$ cat src/rtl/mips_pkg.sv
// Constants and types shared by the fetch stage and the single-cycle datapath.
package mips_pkg;

   localparam int WORD_W      = 32;
   localparam int INSTR_BYTES = 4;

   typedef logic [WORD_W-1:0] word_t;

   localparam word_t DEFAULT_RESET_PC = 32'h0000_0000;

   // One prefetch queue entry: the fetched word and the byte address it came from.
   typedef struct packed {
      word_t inst;
      word_t pc;
   } fetch_entry_t;

   // Instruction addresses are always word aligned; low two bits are dropped.
   function automatic word_t word_align(input word_t addr);
      return {addr[WORD_W-1:2], 2'b00};
   endfunction

endpackage

$ cat src/rtl/instr_fetch_unit_if.sv
// Instruction-memory request/grant/response bus plus the instruction
// valid/ready hand-off to the datapath, as seen by the fetch unit (master)
// and by its environment (slave).
interface instr_fetch_unit_if;
   import mips_pkg::*;

   logic  mem_req;
   word_t mem_addr;
   logic  mem_gnt;
   logic  mem_rvalid;
   word_t mem_rdata;

   logic  inst_valid;
   word_t inst;
   word_t inst_pc;
   logic  inst_ready;

   modport master (
      output mem_req, mem_addr, inst_valid, inst, inst_pc,
      input  mem_gnt, mem_rvalid, mem_rdata, inst_ready
   );

   modport slave (
      input  mem_req, mem_addr, inst_valid, inst, inst_pc,
      output mem_gnt, mem_rvalid, mem_rdata, inst_ready
   );

endinterface

$ cat src/rtl/fetch_queue.sv
// Synchronous in-order FIFO with flush. Push and pop may coincide at any
// occupancy, including full. The head reads as zero while empty.
module fetch_queue #(
   parameter int DEPTH = 4,
   parameter int WIDTH = 64
) (
   input  logic                   clk,
   input  logic                   reset,
   input  logic                   push,
   input  logic [WIDTH-1:0]       push_data,
   input  logic                   pop,
   input  logic                   flush,
   output logic [WIDTH-1:0]       head,
   output logic                   full,
   output logic                   empty,
   output logic [$clog2(DEPTH):0] count
);

   localparam int AW = $clog2(DEPTH);

   logic [WIDTH-1:0] mem [DEPTH];
   logic [AW-1:0]    wr_ptr;
   logic [AW-1:0]    rd_ptr;
   logic             do_push;
   logic             do_pop;

   assign empty   = (count == '0);
   assign full    = (count == (AW+1)'(DEPTH));
   assign do_pop  = pop && !empty;
   assign do_push = push && (!full || do_pop);
   assign head    = empty ? '0 : mem[rd_ptr];

   // Pointer and occupancy bookkeeping; flush empties the queue in one cycle.
   always_ff @(posedge clk or posedge reset) begin
      // NOTE: state registers use non-blocking assignments so every flop samples pre-edge values.
      if (reset) begin
         wr_ptr <= '0;
         rd_ptr <= '0;
         count  <= '0;
      end else if (flush) begin
         wr_ptr <= '0;
         rd_ptr <= '0;
         count  <= '0;
      end else begin
         if (do_push) wr_ptr <= wr_ptr + 1'b1;
         if (do_pop)  rd_ptr <= rd_ptr + 1'b1;
         count <= count + (AW+1)'(do_push) - (AW+1)'(do_pop);
      end
   end

   // Storage array write port.
   always_ff @(posedge clk) begin
      // NOTE: the array itself is not reset; count/pointers decide what is valid and head is gated while empty.
      if (do_push && !flush) mem[wr_ptr] <= push_data;
   end

endmodule

$ cat src/rtl/instr_fetch_unit.sv
// Fetch stage: owns the fetch PC, issues word reads to a variable-latency
// instruction memory under a credit limit, buffers returned words in order,
// and presents them to the datapath. A redirect flushes buffered words and
// turns every outstanding request into one whose response is discarded.
module instr_fetch_unit
   import mips_pkg::*;
#(
   parameter int    DEPTH    = 4,   // power of two, at least 2
   parameter word_t RESET_PC = DEFAULT_RESET_PC
) (
   input  logic                      clk,
   input  logic                      reset,
   input  logic                      en,
   input  logic                      redirect,
   input  word_t                     redirect_pc,
   instr_fetch_unit_if.master        bus
);

   localparam int CW = $clog2(DEPTH) + 1;

   word_t         fetch_pc;
   logic [CW-1:0] live;        // accepted requests whose responses will be kept
   logic [CW-1:0] drop;        // accepted requests whose responses will be discarded
   logic [CW-1:0] q_count;
   logic [CW-1:0] pc_count;
   logic [CW:0]   credit_used;

   logic grant;
   logic resp_any;
   logic resp_live;
   logic resp_drop;
   logic q_push;
   logic q_pop;
   logic q_full;
   logic q_empty;
   logic pc_full;
   logic pc_empty;

   word_t        pc_head;
   fetch_entry_t q_head;

   // Queue slots are reserved for every request in flight, so a response
   // always has room when it arrives.
   assign credit_used = (CW+1)'(q_count) + (CW+1)'(live) + (CW+1)'(drop);

   assign bus.mem_req  = !reset && en && !redirect && (credit_used < (CW+1)'(DEPTH));
   assign bus.mem_addr = fetch_pc;

   assign grant     = bus.mem_req && bus.mem_gnt;
   assign resp_any  = bus.mem_rvalid && ((live != '0) || (drop != '0));
   assign resp_drop = bus.mem_rvalid && (drop != '0);
   assign resp_live = bus.mem_rvalid && (drop == '0) && (live != '0);

   // A live response arriving together with a redirect belongs to the old stream.
   assign q_push = resp_live && !redirect;
   assign q_pop  = bus.inst_valid && bus.inst_ready;

   assign bus.inst_valid = !q_empty;
   assign bus.inst       = q_head.inst;
   assign bus.inst_pc    = q_head.pc;

   // Fetch PC and outstanding-request accounting.
   always_ff @(posedge clk or posedge reset) begin
      if (reset) begin
         fetch_pc <= word_align(RESET_PC);
         live     <= '0;
         drop     <= '0;
      end else if (redirect) begin
         // No grant can occur here (mem_req is low); a response this cycle
         // retires one outstanding request, whichever counter it came from.
         fetch_pc <= word_align(redirect_pc);
         live     <= '0;
         drop     <= drop + live - CW'(resp_any);
      end else begin
         if (grant) fetch_pc <= fetch_pc + word_t'(INSTR_BYTES);
         live <= live + CW'(grant) - CW'(resp_live);
         drop <= drop - CW'(resp_drop);
      end
   end

   // Prefetch queue of {instruction, pc} pairs handed to the datapath.
   fetch_queue #(
      .DEPTH (DEPTH),
      .WIDTH ($bits(fetch_entry_t))
   ) u_inst_queue (
      .clk       (clk),
      .reset     (reset),
      .push      (q_push),
      .push_data ({bus.mem_rdata, pc_head}),
      .pop       (q_pop),
      .flush     (redirect),
      .head      (q_head),
      .full      (q_full),
      .empty     (q_empty),
      .count     (q_count)
   );

   // Address of every live request, in issue order, so each kept response
   // is tagged with the pc it was fetched from.
   fetch_queue #(
      .DEPTH (DEPTH),
      .WIDTH (WORD_W)
   ) u_pc_queue (
      .clk       (clk),
      .reset     (reset),
      .push      (grant),
      .push_data (fetch_pc),
      .pop       (resp_live),
      .flush     (redirect),
      .head      (pc_head),
      .full      (pc_full),
      .empty     (pc_empty),
      .count     (pc_count)
   );

   // Protocol and internal consistency properties.
   a_no_orphan_resp : assert property (@(posedge clk) disable iff (reset)
      bus.mem_rvalid |-> ((live != '0) || (drop != '0)));
   a_pc_tracks_live : assert property (@(posedge clk) disable iff (reset)
      pc_count == live);
   a_pc_room : assert property (@(posedge clk) disable iff (reset)
      grant |-> !pc_full);
   a_pc_present : assert property (@(posedge clk) disable iff (reset)
      resp_live |-> !pc_empty);
   a_queue_room : assert property (@(posedge clk) disable iff (reset)
      q_push |-> (!q_full || q_pop));

endmodule

$ cat src/flat_wrapper.sv
// flat-port wrapper written by rule: the top's interface ports become plain ports
module instr_fetch_unit_flat import mips_pkg::*;
#(
   parameter int    DEPTH    = 4,                              
   parameter word_t RESET_PC = DEFAULT_RESET_PC
)
  (clk, reset, en, redirect, redirect_pc, bus_mem_req, bus_mem_addr, bus_inst_valid, bus_inst, bus_inst_pc, bus_mem_gnt, bus_mem_rvalid, bus_mem_rdata, bus_inst_ready);
  instr_fetch_unit_if bus_i ();
  input  logic clk;
  input  logic reset;
  input  logic en;
  input  logic redirect;
  input  word_t redirect_pc;
  output wire logic [$bits(bus_i.mem_req)-1:0] bus_mem_req;
  output wire logic [$bits(bus_i.mem_addr)-1:0] bus_mem_addr;
  output wire logic [$bits(bus_i.inst_valid)-1:0] bus_inst_valid;
  output wire logic [$bits(bus_i.inst)-1:0] bus_inst;
  output wire logic [$bits(bus_i.inst_pc)-1:0] bus_inst_pc;
  input wire logic [$bits(bus_i.mem_gnt)-1:0] bus_mem_gnt;
  input wire logic [$bits(bus_i.mem_rvalid)-1:0] bus_mem_rvalid;
  input wire logic [$bits(bus_i.mem_rdata)-1:0] bus_mem_rdata;
  input wire logic [$bits(bus_i.inst_ready)-1:0] bus_inst_ready;
  assign bus_mem_req = bus_i.mem_req;
  assign bus_mem_addr = bus_i.mem_addr;
  assign bus_inst_valid = bus_i.inst_valid;
  assign bus_inst = bus_i.inst;
  assign bus_inst_pc = bus_i.inst_pc;
  assign bus_i.mem_gnt = bus_mem_gnt;
  assign bus_i.mem_rvalid = bus_mem_rvalid;
  assign bus_i.mem_rdata = bus_mem_rdata;
  assign bus_i.inst_ready = bus_inst_ready;
  instr_fetch_unit #(.DEPTH(DEPTH), .RESET_PC(RESET_PC)) u_core (.clk(clk), .reset(reset), .en(en), .redirect(redirect), .redirect_pc(redirect_pc), .bus(bus_i));
endmodule
$ cat config.mk
export PLATFORM = sky130hd
export DESIGN_NAME = instr_fetch_unit_flat
export DESIGN_NICKNAME = d
export VERILOG_FILES = /design/src/rtl/mips_pkg.sv /design/src/rtl/instr_fetch_unit_if.sv /design/src/rtl/fetch_queue.sv /design/src/rtl/instr_fetch_unit.sv /design/src/flat_wrapper.sv
export SDC_FILE = /design/constraint.sdc
export NUM_CORES = 1
export LEC_CHECK = 0
export ABC_AREA = 1
export BUFFER_PORTS_ARGS = -buffer_cell sky130_fd_sc_hd__buf_2
export CORE_ASPECT_RATIO = 1.1
export CORE_MARGIN = 4
export CORE_UTILIZATION = 30
export CTS_CLUSTER_SIZE = 10
export DETAILED_ROUTE_END_ITERATION = 10
export RECOVER_POWER = 100
export SETUP_SLACK_MARGIN = 0.3
export SYNTH_ARGS = -nofsm -noshare
export SYNTH_HDL_FRONTEND = slang
export SYNTH_HIERARCHICAL = 1
export SYNTH_SLANG_ARGS = --single-unit
export TNS_END_PERCENT = 10
$ cat constraint.sdc
create_clock -name clk -period 7 [get_ports clk]
set_clock_uncertainty 0.05 [all_clocks]
set_input_delay 1.4 -clock clk [delete_from_list [all_inputs] [get_ports clk]]
set_output_delay 1.4 -clock clk [all_outputs]
set_load 0.01 [all_outputs]
== After elaboration in Yosys (flattened, before gate mapping) ==
Memory sizes are Yosys's and may differ from the RTL's.
Index checks and enable logic that the tools add are counted.
Word-level totals
  register bits after elaboration: 52
  bits in writable memories: 384
  input port bits: 71
  output and inout port bits: 98
  logic and storage cells: 85
  memories: 2
Memory list
  u_core.u_inst_queue.mem: depth 4, bits a word 64, read ports 1, clocked after memory_dff 0, wr ports 1, RTL line fetch_queue.sv:21  | logic [WIDTH-1:0] mem [DEPTH];
  u_core.u_pc_queue.mem: depth 4, bits a word 32, read ports 1, clocked after memory_dff 0, wr ports 1, RTL line fetch_queue.sv:21
Cells by class
  $add $sub $neg: 16
  magnitude comparators: 1
  equality and inequality tests: 2
  multiplexer cells: 20
  reduce and logical (&&, ||, !) cells: 35
Operator list (number)
  two-way mux 32 bit: 3
  two-way mux 64 bit: 1
  adder 32 x 3 -> 32 bit, second input constant: 1
  logical AND 1 bit: 16
  two-way mux 2 bit: 8
  subtractor 3 x 1 -> 3 bit: 5
  two-way mux 3 bit: 4
  nonzero test 2 bit: 5
  adder 3 x 1 -> 3 bit: 3
  zero test 3 bit: 3
  adder 2 x 1 -> 2 bit, second input constant: 4
  == test 3 bit, second input constant: 2
  zero test 1 bit: 6
  nonzero test 3 bit: 2
  adder 3 x 3 -> 4 bit: 1
  adder 4 x 3 -> 4 bit: 1
  < comparator 4 x 3 -> 1 bit, second input constant: 1
  two-way mux 1 bit: 4
  adder 3 bit: 1
  logical OR 1 bit: 3

== Logic depth before layout (Yosys ltp) ==
Gate-level depths: netlist of run 1.
  word-level depth: 9
  gate-level depth with buffers: 18

== Cells and area by module ==
Netlist of run 1, hierarchy kept.
Modules (own cells, without submodules)
  fetch_queue at u_core.u_inst_queue: times used 1, cells each 883, area each 10533.9 um2, sequential area each 7862.5 um2
  fetch_queue at u_core.u_pc_queue: times used 1, cells each 473, area each 5552.8 um2, sequential area each 4018.9 um2
  instr_fetch_unit: times used 1, cells each 437, area each 2894.0 um2, sequential area each 900.9 um2

== Least setup slack after synthesis of run 1 ==
OpenSTA, ideal clock, no wires.
  kind: in2reg
  start point: input redirect
  end point: memory u_core.u_inst_queue.mem[0][0] (enable)
  setup time: 0.487 ns
  arrival: 5.148 ns
  data required time: 6.463 ns
  slack: 1.316 ns
  cell stages on the path: 5
  buffers on the path: 2
  path through: buf_2 buf_1 nor3_1 nand3_1 nor2_1
Between the ends
  word-level cells in the longest chain between the ends: 6
Ends and longest elaborated chain
  start: declaration: RTL line flat_wrapper.sv:12  | input logic redirect;
  zero test 1 bit: RTL line instr_fetch_unit.sv:55  | assign q_push = resp_live && !redirect;
  logical AND 1 bit: RTL line instr_fetch_unit.sv:55
  named net u_core.q_push: RTL line instr_fetch_unit.sv:32  | logic q_push;
  logical AND 1 bit: RTL line fetch_queue.sv:30  | assign do_push = push && (!full || do_pop);
  logical AND 1 bit: RTL line fetch_queue.sv:54  | if (do_push && !flush) mem[wr_ptr] <= push_data;
  two-way mux 1 bit: RTL line fetch_queue.sv:54
  two-way mux 1 bit (not written as such): RTL line fetch_queue.sv:54
  end: declaration: RTL line fetch_queue.sv:21
The timed path passes the listed nets, and every way through them passes these cells.

== Worst setup path in the final report of run 1 ==
  start point: register u_core.u_inst_queue.rd_ptr[0]
  end point: output bus_inst[1]
Between the ends
  word-level cells in the longest chain between the ends: 2
Ends and longest elaborated chain
  start: declaration: RTL line fetch_queue.sv:23  | logic [AW-1:0] rd_ptr;
  start signal: assignment: RTL line fetch_queue.sv:46  | if (do_pop) rd_ptr <= rd_ptr + 1'b1;
  memory read (4 x 64 bit)
  two-way mux 64 bit: RTL line fetch_queue.sv:31  | assign head = empty ? '0 : mem[rd_ptr];
  end: declaration: RTL line flat_wrapper.sv:17  | output wire logic [$bits(bus_i.inst)-1:0] bus_inst;
Every way passes these cells.

==> impl_metrics.ini, run 1 <==
[clock_network]
cts_made_buffers = 51
cts.sinks = 434
insertion_delay_ns = 0.60
ctsHoldBuffers = 0
clockBufferDepth = 3
clk_pin_slew_ns = 0.05
clockRootBuffer = clkbuf_16
post-cts-setup-buffer-count = 0
ctsResizeCount = 0
cts_tree = built
htreeDepth = 2

[critical_path]
path_class = register to primary output
cp.arrival_ns = 4.09
endpoint_kind = primary output
critPathMaxStageDelay_ns = 1.58
crit_path_start_kind = register
required_ns = 5.55
cp_slowest_cell = dfrtp_1
worstPathMaxFanout = 85
critical_path.cell_chain = inv_4 -> buf_4 -> o21ai_0 -> a21oi_1 -> clkbuf_1

[grt]
first_global_vias = 12340
grt_pass1_wl_um = 68960
grtUsageTotal_pct = 12.96
grt_overflow = 0
antenna_found_initial = 0
grt_max_degree = 86

[final_layout]
mostFrequentLayoutCell = nand2_1
stdcell_area_um2 = 21790
n_fill_cell = 6252
area_growth_pct = 14.88
seq_area_um2 = 12780
diodes = 0
drive_above_1_share_pct = 7.599
final_cell_mix = 568 x nand2_1, 384 x edfxtp_1, 240 x nor2_1
multi_input_area_um2 = 5366
nets = 2046

[timing]
period_share_pct = 79.13
setup-violations-final = 0
drv_slew = 230
slew_headroom_pct = -47.57
fmax_ghz = 0.1805
final.setup.tns_ns = 0
tightest_slew_ns = 2.201
hold_violations = 0
period_minus_slack_ns = 5.539
rsz0062_at_grt = false

[routing]
dr.pass1.iters = 5
drt_iter0_markers = 769
vias = 12730
detail_route.wl_per_cell_um = 15.90
drc_errors = 0
routed_wl_um = 44640
vias_per_cell = 4.536
ant_nets = 0

[floorplan]
core_area_um2 = 62460
initial_core_util_pct = 30.37
rows = 96
die_h_um = 271.7
die_x_um = 247.8
ios = 169
dieArea_um2 = 67330

[placement]
io_buffer_count = 164
gp_congestion = 0.7603
place_area_um2 = 20490
dp_hpwl_um = 26550

[logic_synthesis]
yosysWarningCount = 6
syn_area_um2 = 18970
syn_inst = 1791
synth.avg_cell_area_um2 = 10.59

[power_and_ir_drop]
leakage_uw = 0.008453
power_density_nw_per_um2 = 258.2
peakVddDrop_mv = 0.1791

[status]
status = finished, violations left
violations = capacitance limit, slew limit

[flow_run]
cap_viol_max_count = 4

[min_path]
holdCritPathClass = register to register
[stage by stage]
step           instances  worst slack, ns  hold WS (ns)  total power [µW]  utilization, %
2_1_floorplan       1800            1.316        0.4695              3181               -
5_1_grt             2807            1.036        0.5496              5868           34.89
4_1_cts             2807            2.214        0.5301              5721           35.17
3_3_place_gp        2728            1.908        0.4867              3310           32.80
3_5_place_dp        2728            1.844        0.5107              3323           32.80
6_report            2807            1.461        0.5210              5626           34.89
[final cells by class]
| class | count | share of cell area [%] |
|---|---|---|
| Clock inverter | 6 | 0.5110 |
| Sequential cell | 434 | 58.65 |
| Clock buffer | 73 | 6.281 |
| Multi-Input combinational cell | 1192 | 24.62 |
| Timing Repair Buffer | 181 | 3.594 |
| Tap cell | 833 | 4.782 |
| Inverter | 88 | 1.556 |
[report_power, final]
part	internal, µW	total, µW	switching, µW	leakage [µW]
clock	1390	2370	979	0.000712
combinational	111	303	192	0.00353
sequential	2880	2960	82.2	0.00421
total	4370	5630	1250	0.00845
[worst max-delay path, delay by kind of cell, from the launching register on]
family	cells	cell delay (ns)
DFF	1	1.58
buffers and inverters	3	1.52
AOI/OAI and AO/OA	2	0.35
[sequential cells by signal (all words and copies together) (netlist names), 3 cells and up]
name / count
u_core/u_pc_queue/mem: 128
u_core/drop: 3
u_core/u_pc_queue/count: 3
u_core/u_inst_queue/count: 3
u_core/bus.mem_addr: 30
u_core/u_inst_queue/mem: 256
u_core/live: 3
[path summary, 6_finish.rpt]
path,start,to,slack [ns],cells after the start
setup / recovery,u_core/u_inst_queue/rd_ptr[0]$_DFFE_PP0P_,bus_inst[1],1.46,5
hold / removal,u_core/u_pc_queue/wr_ptr[0]$_DFFE_PP0P_,u_core/u_pc_queue/wr_ptr[0]$_DFFE_PP0P_,0.52,2
setup reg to reg,u_core/live[1]$_DFF_PP0_,u_core/u_pc_queue/mem[2][28]$_DFFE_PP_,1.56,11
hold reg to reg,u_core/u_pc_queue/wr_ptr[0]$_DFFE_PP0P_,u_core/u_pc_queue/wr_ptr[0]$_DFFE_PP0P_,0.52,2
max in group asynchronous,reset,u_core/bus.mem_addr[27]$_DFFE_PP0N_,5.63,3
min in group asynchronous,reset,u_core/u_pc_queue/count[1]$_DFF_PP0_,0.73,2
[per-layer routing]
metal  track usage, %  part of all wire (%)  vias up
met4            3.831                   2.5        0
met2            21.84                    48      324
li1                 -                     -     6270
met5                0                     0        -
met1            17.15                    44     6070
met3            2.173                   5.0       68
Power figures use the tool's default switching activity.
==> run 2: changes to the inputs <==
--- a/config.mk
+++ b/config.mk
@@ -5,7 +5,7 @@
 export SDC_FILE = /design/constraint.sdc
 export NUM_CORES = 1
 export LEC_CHECK = 0
-export ABC_AREA = 1
+export ABC_AREA = 0
 export BUFFER_PORTS_ARGS = -buffer_cell sky130_fd_sc_hd__buf_2
 export CORE_ASPECT_RATIO = 1.1
 export CORE_MARGIN = 4
==> constraint.sdc (replaced) <==
create_clock -name clk -period 4.5 [get_ports clk]
set_clock_uncertainty 0.05 [all_clocks]
set_input_delay 0.9 -clock clk [delete_from_list [all_inputs] [get_ports clk]]
set_output_delay 0.9 -clock clk [all_outputs]
set_load 0.01 [all_outputs]
==> run 2 against run 1 <==
Effect of this change:
- the run still ends with capacitance limit, slew limit left
- cell count decreased by 30%
- sequential cell count unchanged
- sequential share of layout area increased by 2.6 points
- non-clock buffer count increased by 3
- critical path depth increased by 1
- synthesized cell count decreased by 46%
- die area decreased by 5.5%
- sequential power increased by 54%
==> impl_metrics.ini, run 2 <==
[power_and_ir_drop]
p_total_uw = 8577
p_switching_uw = 1824
power_density_nw_per_um2 = 410.9
p_clk_share_pct = 42.6
p_int_uw = 6754
peakVddDrop_mv = 0.3045
leakage_uw = 0.006832
p_comb_share_pct = 4.3
p_sw_share_pct = 21.26
seqPwrFrac_pct = 53.0

[logic_synthesis]
syn_area_um2 = 17890
syn_inst = 966
synth.avg_cell_area_um2 = 18.52
yosysWarningCount = 6

[floorplan]
core_area_um2 = 58760
ios = 169
initial_core_util_pct = 30.45
die_h_um = 264.1
dieArea_um2 = 63620
rows = 93
die_x_um = 240.9

[timing]
setup-violations-final = 0
final.setup.tns_ns = 0
fin_ws_ns = 0.5351
hold_violations = 0
period_minus_slack_ns = 3.965
slew_headroom_pct = -18.14
period_share_pct = 88.11
drv_slew = 61
tightest_slew_ns = 1.772
fmax_ghz = 0.2522
rsz0062_at_grt = false

[critical_path]
required_ns = 4.61
path_class = register to register
crit_path_start_kind = register
cp_slowest_cell = buf_2
critical_path.cell_chain = nor3_1 -> nor2b_1 -> nor2b_1 -> o21ai_0 -> nor3b_4 -> buf_2
cpMostUsedCell = nor2b_1
endpoint_kind = register
critPathMaxStageDelay_ns = 1.32
cp.arrival_ns = 4.08
worstPathMaxFanout = 60

[grt]
grt_max_degree = 68
met2_usage_pct = 20.54
grtUsageTotal_pct = 12.27
grt_overflow = 0
globalRouteMet3Util_pct = 2.537
top_usage_layer = met2
first_global_vias = 9887
grt_pass1_wl_um = 59970
gr-usage-met1_pct = 16.09
antenna_found_initial = 0

[placement]
io_buffer_count = 164
dpl_worst_slack_ns = 0.5879
gp_congestion = 0.7899
place_area_um2 = 19750
dp_hpwl_um = 24220

[routing]
detail_route.wl_per_cell_um = 20.03
dr.pass1.iters = 4
routed_wl_um = 39190
vias_per_cell = 4.704
ant_nets = 0
vias = 9201
drc_errors = 0
drt_iter0_markers = 510

[clock_network]
cts_tree = built
clk_pin_slew_ns = 0.06
clockBufferDepth = 3
clockRootBuffer = clkbuf_16
insertion_delay_ns = 0.59
cts_made_buffers = 51
ctsResizeCount = 0
ctsHoldBuffers = 0
cts.sinks = 434
htreeDepth = 2
post-cts-setup-buffer-count = 0

[final_layout]
drive_above_1_share_pct = 18.73
diodes = 0
stdcell_area_um2 = 20880
regMostFlops = u_core/u_inst_queue/mem
area_growth_pct = 16.66
utilization_pct = 35.52
final_cell_mix = 384 x edfxtp_1, 149 x clkbuf_1, 99 x nor2b_1
nets = 1264
mostFrequentLayoutCell = edfxtp_1
n_fill_cell = 5570
largest_reg_flops = 256

[flow_run]
cap_viol_max_count = 1

[status]
violations = capacitance limit, slew limit
status = finished, violations left

[min_path]
holdCritPathClass = input pin to asynchronous set/reset pin
[run 2: critical path: cells and delay by family, from the launching register on]
kind,cells,cell delay [ns]
compound gates,1,0.40
simple gates,4,1.27
buf+inv,1,1.32
flops,1,0.44
[run 2: power by group through the flow]
| stage | clock, µW | combinational, µW | sequential (µW) |
|---|---|---|---|
| floorplan | 0 | 233 | 4600 |
| global placement | 0 | 377 | 4620 |
| detailed placement | 0 | 393 | 4630 |
| CTS | 3800 | 396 | 4550 |
| global route | 3960 | 425 | 4560 |
| finish | 3660 | 369 | 4550 |
[run 2: path summary, 6_finish.rpt]
check,from,end,slack [ns],depth (start not counted)
setup / recovery,u_core/drop[2]$_DFF_PP0_,u_core/u_inst_queue/mem[2][41]$_DFFE_PP_,0.54,6
hold / removal,reset,u_core/u_pc_queue/count[0]$_DFF_PP0_,0.34,2
setup reg to reg,u_core/drop[2]$_DFF_PP0_,u_core/u_inst_queue/mem[2][41]$_DFFE_PP_,0.54,6
hold reg to reg,u_core/u_inst_queue/wr_ptr[1]$_DFFE_PP0P_,u_core/u_inst_queue/wr_ptr[1]$_DFFE_PP0P_,0.55,2
max in group asynchronous,reset,u_core/bus.mem_addr[13]$_DFFE_PP0N_,2.38,3
min in group clk,redirect_pc[17],u_core/bus.mem_addr[17]$_DFFE_PP0N_,0.47,3
[run 2: layout make-up]
type / instances / area (µm²) / area share (%)
Multi-Input combinational cell: 470 / 4762 / 22.81
Timing Repair Buffer: 184 / 822.0 / 3.938
Clock inverter: 10 / 81.33 / 0.3896
Inverter: 25 / 93.84 / 0.4495
Sequential cell: 434 / 12790 / 61.25
Clock buffer: 73 / 1379 / 6.605
Tap cell: 760 / 950.9 / 4.555
[run 2: metal layers]
layer	wire length [µm]	share of wire (%)
met2	19360	49
met4	931	2.4
met1	17070	44
met5	0	0
met3	1823	4.7
[run 2: stage by stage]
stage / instances / hold slack [ns]
after floorplan: 975 / 0.5041
after global placement: 1873 / 0.5299
after detailed placement: 1873 / 0.5467
after CTS: 1956 / 0.2300
after global routing: 1956 / 0.3254
final: 1956 / 0.3381
